$ cat src/rtl/framebuffer_writer_pkg.sv
// ============================================================================
// Module : framebuffer_writer_pkg
// Brief  : Shared types and frame constants for the framebuffer writer.
// Rev    : 1.0  initial release
// ============================================================================
`default_nettype none

package framebuffer_writer_pkg;

    localparam int FB_FRAME_WIDTH  = 512;
    localparam int FB_FRAME_HEIGHT = 384;
    localparam int FB_ADDR_BITS    = 18;
    localparam int FB_COLOR_BITS   = 16;
    localparam int FB_NUM_PIXELS   = FB_FRAME_WIDTH * FB_FRAME_HEIGHT;

    typedef logic [FB_ADDR_BITS-1:0] FbAddr;

    typedef struct packed {
        FbAddr                    addr;
        logic [FB_COLOR_BITS-1:0] pixel;
    } FbEntry;

    typedef enum logic [1:0] {
        FB_RUN   = 2'd0,
        FB_DRAIN = 2'd1,
        FB_CLEAR = 2'd2
    } FbState;

endpackage

`default_nettype wire

$ cat src/rtl/fb_sync_fifo.sv
// ============================================================================
// Module : fb_sync_fifo
// Brief  : Single-clock FIFO, pointer-plus-wrap-bit full/empty, show-ahead.
// Rev    : 1.0  initial release
// ============================================================================
`default_nettype none

module fb_sync_fifo #(
    parameter int WIDTH = 34,
    parameter int DEPTH = 8
) (
    input  logic             clk,
    input  logic             rst_n,
    input  logic             push,
    input  logic             pop,
    input  logic [WIDTH-1:0] din,
    output logic [WIDTH-1:0] dout,
    output logic             full,
    output logic             empty
);

    localparam int PTR_BITS = $clog2(DEPTH);

    logic [PTR_BITS:0]  wr_ptr_q, wr_ptr_d;
    logic [PTR_BITS:0]  rd_ptr_q, rd_ptr_d;
    logic [WIDTH-1:0]   mem_q [DEPTH];
    logic               w_do_push;
    logic               w_do_pop;

    // Equal indices: the wrap bit tells full (differs) from empty (matches).
    assign empty     = (wr_ptr_q == rd_ptr_q);
    assign full      = (wr_ptr_q[PTR_BITS] != rd_ptr_q[PTR_BITS]) &&
                       (wr_ptr_q[PTR_BITS-1:0] == rd_ptr_q[PTR_BITS-1:0]);
    assign w_do_push = push && !full;
    assign w_do_pop  = pop && !empty;
    assign dout      = mem_q[rd_ptr_q[PTR_BITS-1:0]];

    always_comb begin
        wr_ptr_d = wr_ptr_q;
        rd_ptr_d = rd_ptr_q;
        if (w_do_push) wr_ptr_d = wr_ptr_q + (PTR_BITS+1)'(1);
        if (w_do_pop)  rd_ptr_d = rd_ptr_q + (PTR_BITS+1)'(1);
    end

    always_ff @(posedge clk or negedge rst_n) begin
        if (!rst_n) begin
            wr_ptr_q <= '0;
            rd_ptr_q <= '0;
        end else begin
            wr_ptr_q <= wr_ptr_d;
            rd_ptr_q <= rd_ptr_d;
        end
    end

    always_ff @(posedge clk) begin
        if (w_do_push) mem_q[wr_ptr_q[PTR_BITS-1:0]] <= din;
    end

endmodule

`default_nettype wire

$ cat src/rtl/framebuffer_writer.sv
// ============================================================================
// Module : framebuffer_writer
// Brief  : Queues pixel results, forms frame addresses and drives BRAM writes;
//          runs a full-frame clear on command. Optional stats: FB_WRITER_STATS_EN.
// Rev    : 1.0  initial release
// ============================================================================
`default_nettype none

module framebuffer_writer
    import framebuffer_writer_pkg::*;
#(
    parameter int FRAME_WIDTH  = FB_FRAME_WIDTH,
    parameter int FRAME_HEIGHT = FB_FRAME_HEIGHT,
    parameter int COORD_BITS   = 16,
    parameter int ADDR_BITS    = FB_ADDR_BITS,
    parameter int COLOR_BITS   = FB_COLOR_BITS,
    parameter int FIFO_DEPTH   = 8
) (
    input  logic                  clk,
    input  logic                  rst_n,
    input  logic                  in_valid,
    output logic                  in_ready,
    input  logic [COORD_BITS-1:0] in_x,
    input  logic [COORD_BITS-1:0] in_y,
    input  logic [COLOR_BITS-1:0] in_pixel,
    input  logic                  clear_req,
    input  logic [COLOR_BITS-1:0] clear_color,
    output logic                  busy,
    output logic                  clear_done,
    output logic                  bram_we,
    output logic [ADDR_BITS-1:0]  bram_addr,
    output logic [COLOR_BITS-1:0] bram_din
`ifdef FB_WRITER_STATS_EN
    ,
    output logic [15:0]           drop_count,
    output logic [31:0]           write_count
`endif
);

    localparam int                   X_BITS    = $clog2(FRAME_WIDTH);
    localparam logic [ADDR_BITS-1:0] LAST_ADDR = ADDR_BITS'(FRAME_WIDTH * FRAME_HEIGHT - 1);

    FbState                state_q, state_d;
    logic                  rdy_q, rdy_d;
    logic [COLOR_BITS-1:0] color_q, color_d;
    logic [ADDR_BITS-1:0]  cnt_q, cnt_d;
    logic                  last_q, last_d;
    logic                  clear_done_q, clear_done_d;
    logic                  bram_we_q, bram_we_d;
    logic [ADDR_BITS-1:0]  bram_addr_q, bram_addr_d;
    logic [COLOR_BITS-1:0] bram_din_q, bram_din_d;

    FbEntry                w_entry;
    logic [$bits(FbEntry)-1:0] w_fifo_dout;
    FbEntry                w_head;
    logic                  w_fifo_full, w_fifo_empty;
    logic                  w_accept, w_in_range, w_push, w_pop, w_clear_acc;
    logic [ADDR_BITS-1:0]  w_addr;

    assign in_ready    = rdy_q && (state_q == FB_RUN) && !w_fifo_full;
    assign busy        = (state_q != FB_RUN) || !w_fifo_empty;
    assign w_accept    = in_valid && in_ready;
    assign w_in_range  = (32'(in_x) < FRAME_WIDTH) && (32'(in_y) < FRAME_HEIGHT);
    assign w_push      = w_accept && w_in_range;
    assign w_pop       = !w_fifo_empty;
    assign w_clear_acc = clear_req && (state_q == FB_RUN);
    assign w_addr      = (ADDR_BITS'(in_y) << X_BITS) | ADDR_BITS'(in_x);
    assign w_entry     = '{addr: FB_ADDR_BITS'(w_addr), pixel: FB_COLOR_BITS'(in_pixel)};
    assign w_head      = FbEntry'(w_fifo_dout);

    fb_sync_fifo #(
        .WIDTH ($bits(FbEntry)),
        .DEPTH (FIFO_DEPTH)
    ) u_fifo (
        .clk   (clk),
        .rst_n (rst_n),
        .push  (w_push),
        .pop   (w_pop),
        .din   (w_entry),
        .dout  (w_fifo_dout),
        .full  (w_fifo_full),
        .empty (w_fifo_empty)
    );

    always_comb begin
        state_d      = state_q;
        rdy_d        = 1'b1;
        color_d      = color_q;
        cnt_d        = cnt_q;
        last_d       = 1'b0;
        clear_done_d = last_q;
        bram_we_d    = 1'b0;
        bram_addr_d  = bram_addr_q;
        bram_din_d   = bram_din_q;
        if (w_pop) begin
            bram_we_d   = 1'b1;
            bram_addr_d = ADDR_BITS'(w_head.addr);
            bram_din_d  = COLOR_BITS'(w_head.pixel);
        end
        case (state_q)
            FB_RUN: begin
                if (w_clear_acc) begin
                    color_d = clear_color;
                    cnt_d   = '0;
                    // A pixel pushed alongside the request must land before the clear.
                    state_d = (!w_fifo_empty || w_push) ? FB_DRAIN : FB_CLEAR;
                end
            end
            FB_DRAIN: begin
                if (w_fifo_empty) state_d = FB_CLEAR;
            end
            FB_CLEAR: begin
                bram_we_d   = 1'b1;
                bram_addr_d = cnt_q;
                bram_din_d  = color_q;
                cnt_d       = cnt_q + ADDR_BITS'(1);
                if (cnt_q == LAST_ADDR) begin
                    state_d = FB_RUN;
                    last_d  = 1'b1;
                end
            end
            default: state_d = FB_RUN;
        endcase
    end

    always_ff @(posedge clk or negedge rst_n) begin
        if (!rst_n) begin
            state_q      <= FB_RUN;
            rdy_q        <= 1'b0;
            color_q      <= '0;
            cnt_q        <= '0;
            last_q       <= 1'b0;
            clear_done_q <= 1'b0;
            bram_we_q    <= 1'b0;
            bram_addr_q  <= '0;
            bram_din_q   <= '0;
        end else begin
            state_q      <= state_d;
            rdy_q        <= rdy_d;
            color_q      <= color_d;
            cnt_q        <= cnt_d;
            last_q       <= last_d;
            clear_done_q <= clear_done_d;
            bram_we_q    <= bram_we_d;
            bram_addr_q  <= bram_addr_d;
            bram_din_q   <= bram_din_d;
        end
    end

    assign clear_done = clear_done_q;
    assign bram_we    = bram_we_q;
    assign bram_addr  = bram_addr_q;
    assign bram_din   = bram_din_q;

`ifdef FB_WRITER_STATS_EN
    logic [15:0] drop_q, drop_d;
    logic [31:0] wcnt_q, wcnt_d;

    always_comb begin
        drop_d = drop_q;
        wcnt_d = wcnt_q;
        if (w_accept && !w_in_range && (drop_q != 16'hFFFF)) drop_d = drop_q + 16'd1;
        if (w_pop) wcnt_d = wcnt_q + 32'd1;
        if (w_clear_acc) begin
            drop_d = '0;
            wcnt_d = '0;
        end
    end

    always_ff @(posedge clk or negedge rst_n) begin
        if (!rst_n) begin
            drop_q <= '0;
            wcnt_q <= '0;
        end else begin
            drop_q <= drop_d;
            wcnt_q <= wcnt_d;
        end
    end

    assign drop_count  = drop_q;
    assign write_count = wcnt_q;
`endif

endmodule

`default_nettype wire

$ cat config.mk
export PLATFORM = sky130hd
export DESIGN_NAME = framebuffer_writer
export DESIGN_NICKNAME = d
export VERILOG_FILES = /design/src/rtl/framebuffer_writer_pkg.sv /design/src/rtl/fb_sync_fifo.sv /design/src/rtl/framebuffer_writer.sv
export SDC_FILE = /design/constraint.sdc
export NUM_CORES = 1
export LEC_CHECK = 0
export CORE_UTILIZATION = 55
export CTS_CLUSTER_DIAMETER = 100
export DETAILED_ROUTE_END_ITERATION = 12
export HOLD_SLACK_MARGIN = 0.06
export PLACE_DENSITY_LB_ADDON = 0.15
export SETUP_SLACK_MARGIN = 0.05
export SYNTH_ARGS = -nofsm -noshare
export SYNTH_HDL_FRONTEND = slang
export SYNTH_SLANG_ARGS = --single-unit
$ cat constraint.sdc
create_clock -name clk -period 10.87 [get_ports clk]
set_clock_uncertainty 0.2 [all_clocks]
set_input_delay 1.6305 -clock clk [delete_from_list [all_inputs] [get_ports clk]]
set_output_delay 1.6305 -clock clk [all_outputs]
set_load 0.02 [all_outputs]
# Word level (Yosys, flattened, before mapping)
# Memories as Yosys holds them, arrays and structs flattened.
# Cells that the tools add are included.
# totals
n_memories	1
mem_bits_rw	272
elab_cells	63
register_bits	82
out_inout_bits	38
# mem_list
memory	depth	width	rd	rd_ports_with_merged_regs	write_ports	line	rtl
u_fifo.mem_q	8	34	1	0	1	fb_sync_fifo.sv:26	logic [WIDTH-1:0] mem_q [DEPTH];
# classes
magnitude_cmp	2
n_addsub	3
n_mux	17
reduce_logical	18
bitwise	1
eq_ne	10
# op_table
operator	count
$mux 18	3
$pmux 18 s2	1
$mux 16	2
$add 18x1->18 const B	1
$eq 18x18->1 const B	1
$or 18x16->18	1
$lt 16x10->1 const B	1
$lt 16x9->1 const B	1
$add 4x1->4 const B	2
$logic_and 1x1->1	8
$mux 2	4
$mux 1	6
$ne 2x2->1 const B	3
$pmux 2 s3	1
$eq 4x4->1	1
$reduce_and 2->1	2
$reduce_bool 2->1	2
$eq 3x3->1	1
$reduce_and 3->1	1
$eq 2x1->1 const B	1
$eq 2x2->1 const B	1
$logic_not 1->1	2
$logic_not 2->1	1
$logic_or 1x1->1	2
other kinds (2)	2

# Longest topological paths before layout
# logic_depth
ltp_word	10
mapped_depth	7

# Hierarchy
# A second synthesis with hierarchy kept.
# hier_totals
cells_unflattened	770
area_unflattened_um2	14327.5
# by_module_without_submodules
module	cells_per_inst	seq_area_each_um2	instances	area_each_um2
fb_sync_fifo	450	8368.0	1	10877.9
framebuffer_writer	320	1851.8	1	3449.6

# Worst setup path after synthesis
# No wires, ideal clock.
# synth_timing
kind	input-to-reg
startpoint	in in_x[15]
endpoint	mem u_fifo.mem_q[1][0] (enable)
t_arrival_ns	4.689
setup_time_ns	0.446
path_slack_ns	5.535
cell_stages	5
t_required_ns	10.224
path_cell_list	nor4_1 > nand4_1 > or4b_4 > buf_6 > nor4_2
# synth_between
elab_chain_cells	6
# synth_lines
element	line	rtl
from (decl)	framebuffer_writer.sv:23	input logic [COORD_BITS-1:0] in_x,
$lt 16x10->1	framebuffer_writer.sv:63	assign w_in_range = (32'(in_x) < FRAME_WIDTH) && (32'(in_y) < FRAME_HEIGHT);
$logic_and 1x1->1	framebuffer_writer.sv:63	
$logic_and 1x1->1	framebuffer_writer.sv:64	assign w_push = w_accept && w_in_range;
$logic_and 1x1->1	fb_sync_fifo.sv:34	assign w_do_push = push && !full;
$mux 1	fb_sync_fifo.sv:56	if (w_do_push) mem_q[wr_ptr_q[PTR_BITS-1:0]] <= din;
$mux 1 (not written as such)	fb_sync_fifo.sv:56	
to (decl)	fb_sync_fifo.sv:26	
# Every way passes these cells.

# Worst setup path in the final report
# layout_timing
startpoint	reg u_fifo.rd_ptr_q[1]
endpoint	out in_ready
# layout_between
elab_chain_cells	4
# layout_lines
element	line	rtl
from (decl)	fb_sync_fifo.sv:25	logic [PTR_BITS:0] rd_ptr_q, rd_ptr_d;
from (signal assigned)	fb_sync_fifo.sv:51	rd_ptr_q <= rd_ptr_d;
$eq 3x3->1	fb_sync_fifo.sv:33	(wr_ptr_q[PTR_BITS-1:0] == rd_ptr_q[PTR_BITS-1:0]);
$logic_and 1x1->1	fb_sync_fifo.sv:32	assign full = (wr_ptr_q[PTR_BITS] != rd_ptr_q[PTR_BITS]) &&
$logic_not 1->1	framebuffer_writer.sv:60	assign in_ready = rdy_q && (state_q == FB_RUN) && !w_fifo_full;
$logic_and 1x1->1	framebuffer_writer.sv:60	
to (decl)	framebuffer_writer.sv:22	output logic in_ready,
# Every way passes these cells.

==> flow_summary.json <==
{
  "postRouteAntennaNets": 0,
  "htreeDepth": 2,
  "muxShareOfSynthArea_pct": 13.1,
  "antenna_found_initial": 0,
  "synth_cell_types": 46,
  "seq_power_share_pct": 42.3,
  "n_fill_cell": 1707,
  "hp-class": "flip-flop to flip-flop",
  "critPathLaunchType": "flip-flop",
  "fin_tns_setup_ps": 0,
  "cap_violations": 0,
  "root_buffer": "clkbuf_16",
  "grt_pass1_wl_um": 46700,
  "setup_viol": 0,
  "relSlewSlack_pct": 27.6,
  "p_clk_share_pct": 29.9,
  "synth_top_family_by_area": "multiplexers",
  "comb_power_share_pct": 27.7,
  "power_density_nw_per_um2": 242,
  "utilization_pct": 66.2,
  "gp_congestion": 0.836,
  "wl_per_cell_um": 23.7,
  "post_cts_buffers": 0,
  "cts_tree": "done",
  "vias": 7663,
  "syn_to_final_growth_pct": 18.5,
  "worstSetupPathType": "flip-flop to output port",
  "max_freq_mhz": 206,
  "routed_wl_um": 30100,
  "vias_per_cell": 6.04,
  "drt_iter0_drc": 774,
  "die_h_um": 162,
  "drtPass1Iterations": 7,
  "design.die.area_um2": 26200,
  "ir_drop_mv": 0.224,
  "insertion_delay_ps": 510,
  "end_kind": "output port",
  "syn_nets": 871,
  "grtUsageTotal_pct": 24.1,
  "cts.sinks": 354,
  "critPathMaxFanout": 72,
  "syn_inst": 800,
  "layout_min_cycle_time_ps": 4850,
  "cp_data_arrival_time_ps": 3020,
  "num_rows": 58,
  "numCtsBuffers": 36,
  "synth.top_cells.by_area": "edfxtp_1 (58%), dfrtp_1 (15%), mux4_2 (11%)",
  "slew_violations": 0,
  "cp.required_ps": 9040,
  "status": "completed",
  "fin_nets": 983,
  "synth_area_um2": 14000,
  "coreArea_um2": 25100,
  "final.period_utilization_pct": 44.6,
  "synthXorXnorAreaFrac_pct": 0.678,
  "switching_share_pct": 29.5,
  "drive_gt1_share_pct": 19.0,
  "p_switching_mw": 1.19,
  "synth-seq-cells": 354,
  "post_cts_resized": 0,
  "synth.avg_cell_area_um2": 17.5,
  "synthSimpleGateAreaFrac_pct": 6.27,
  "die_w_um": 162,
  "yosysTopAreaCellShare_pct": 58.2,
  "internal_power_mw": 2.84,
  "synth-main-ff-cell": "edfxtp_1",
  "clockBufferDepth": 3,
  "grt_pass1_vias": 7873,
  "p_leak_nw": 5.62,
  "antenna_cells": 0,
  "ys_seq_area_share_pct": 72.8,
  "overflow": 0,
  "cts_hold_buf": 0,
  "start_util_pct": 55.9,
  "synth_fa_ha_area_share_pct": 0.267,
  "io_pins": 106,
  "drc": 0,
  "yosysTopAreaCell": "edfxtp_1",
  "worst_slew_pin_slew_ps": 1090,
  "port_buffers": 105,
  "synthArstFlopShare_pct": 23.2,
  "synth_compound_area_share_pct": 5.07,
  "clkTransAtPathRegs_ps": 60,
  "dp_hpwl_um": 18400,
  "report.final.hold_viol_count": 0,
  "yosysWarnings": 0,
  "grt_max_degree": 83,
  "synth_edf_count": 272,
  "rsz0062_at_grt": "no"
}
-- final timing paths --
| kind | startpoint | endpoint | slack (ps) | depth (start not counted) |
|---|---|---|---|---|
| setup / recovery | u_fifo.rd_ptr_q[1] | in_ready | 6020 | 5 |
| hold / removal | clear_done_d | clear_done | 170 | 0 |
| setup reg to reg | u_fifo.rd_ptr_q[1] | u_fifo.mem_q[4][17] | 6910 | 6 |
| hold reg to reg | clear_done_d | clear_done | 170 | 0 |
| max in group asynchronous | rst_n | u_fifo.rd_ptr_q[0] | 8570 | 1 |
| min in group asynchronous | rst_n | bram_addr[10] | 1100 | 1 |
-- worst max-delay path: stages, from the launching register on --
cell and delay [ps]:
dfrtp_2 340, buf_4 780, xnor2_1 210, and4b_4 270
nor2_1 210, clkdlybuf4s50_1 660
-- kinds of logic (layout without fill, tap and decap cells) --
kind of cell             Yosys count  in the layout
other                              1              1
multiplexers                      97             97
buffers and inverters             54            193
AND/OR/NAND/NOR                  163            163
flip-flops                       354            354
XOR/XNOR                          10             10
adder cells (fa/ha/maj)            3              3
AO/OA/AOI/OAI                    118            118
-- cells in the mapped netlist, drive strengths merged, types with 2 or more instances --
cell,count
buf,19
mux2,17
nand3,12
mux2i,12
nand4,7
mux4,68
o22ai,3
inv,7
or2,8
and3,2
clkbuf,28
ha,3
xnor2,7
edfxtp,272
o21ai,72
nor3,9
xor2,3
and4,2
dfrtp,82
nor2b,34
nor4,11
nand2,60
a211oi,35
nor2,13
-- sequential cells by signal, indices dropped and copies added (netlist names) --
| register | cells |
|---|---|
| cnt_q | 18 |
| clear_done_d | 1 |
| state_q | 2 |
| bram_we | 1 |
| u_fifo.wr_ptr_q | 4 |
| u_fifo.mem_q | 272 |
| color_q | 16 |
| clear_done | 1 |
| rdy_q | 1 |
| bram_din | 16 |
| u_fifo.rd_ptr_q | 4 |
| bram_addr | 18 |
-- cell type report --
type                            count  area [um2]  area share [%]
Clock buffer                       46         980            5.89
Inverter                            7        26.3           0.158
Multi-Input combinational cell    392        3630            21.9
Clock inverter                     19         176            1.06
Sequential cell                   354       10200            61.5
Tap cell                          330         413            2.48
Timing Repair Buffer              121        1170            7.03
-- placed cells by master (no fill, tap or decap), types with 2 or more instances in the layout --
master,netlist,final
clkinvlp_4,0,2
clkbuf_1,28,7
clkdlybuf4s50_1,0,104
nand3_1,12,12
xor2_1,3,3
or2_2,8,8
nor4_1,7,7
inv_1,7,7
ha_1,3,3
nor3_4,0,4
edfxtp_1,272,272
o22ai_1,3,3
clkinv_2,0,7
nand2_1,60,60
nor2_1,13,12
buf_4,3,17
mux2i_1,12,12
a211oi_1,34,34
dfrtp_1,82,79
clkinv_1,0,5
clkbuf_16,0,37
bufinv_16,0,3
clkbuf_8,0,2
mux2_2,16,16
xnor2_1,6,6
nor4_4,0,4
mux4_2,68,68
nor2b_1,34,34
inv_6,0,2
nand4_1,7,7
and3_1,2,2
o21ai_0,72,72
nor3_1,5,5
and4_1,2,2
dfrtp_2,0,2
-- stage by stage --
stage / hold slack (ps) / power, mW / cells / worst slack [ps] / cell area (um2)
floorplan: 131 / 2.45 / 800 / 5540 / 14000
global placement: 135 / 2.83 / 1204 / 5600 / 15500
CTS: 187 / 4.06 / 1269 / 5960 / 16600
detailed placement: 135 / 2.86 / 1204 / 5500 / 15500
global route: 192 / 4.21 / 1269 / 5900 / 16600
finish: 174 / 4.02 / 1269 / 6020 / 16600
-- layer usage --
layer	wire length, um	GRT usage (%)
met1	13300	35.6
met2	14400	38.1
met3	1890	3.98
met4	512	6.09
met5	0	0
-- power groups by stage --
stage | logic (mW) | registers, mW | clock network (mW)
after CTS | 1.13 | 1.71 | 1.23
after global placement | 1.10 | 1.72 | 0
after floorplan | 0.697 | 1.75 | 0
after detailed placement | 1.12 | 1.73 | 0
final | 1.12 | 1.70 | 1.21
after global routing | 1.20 | 1.72 | 1.28
Note: power is estimated with default switching activity, not from simulation.
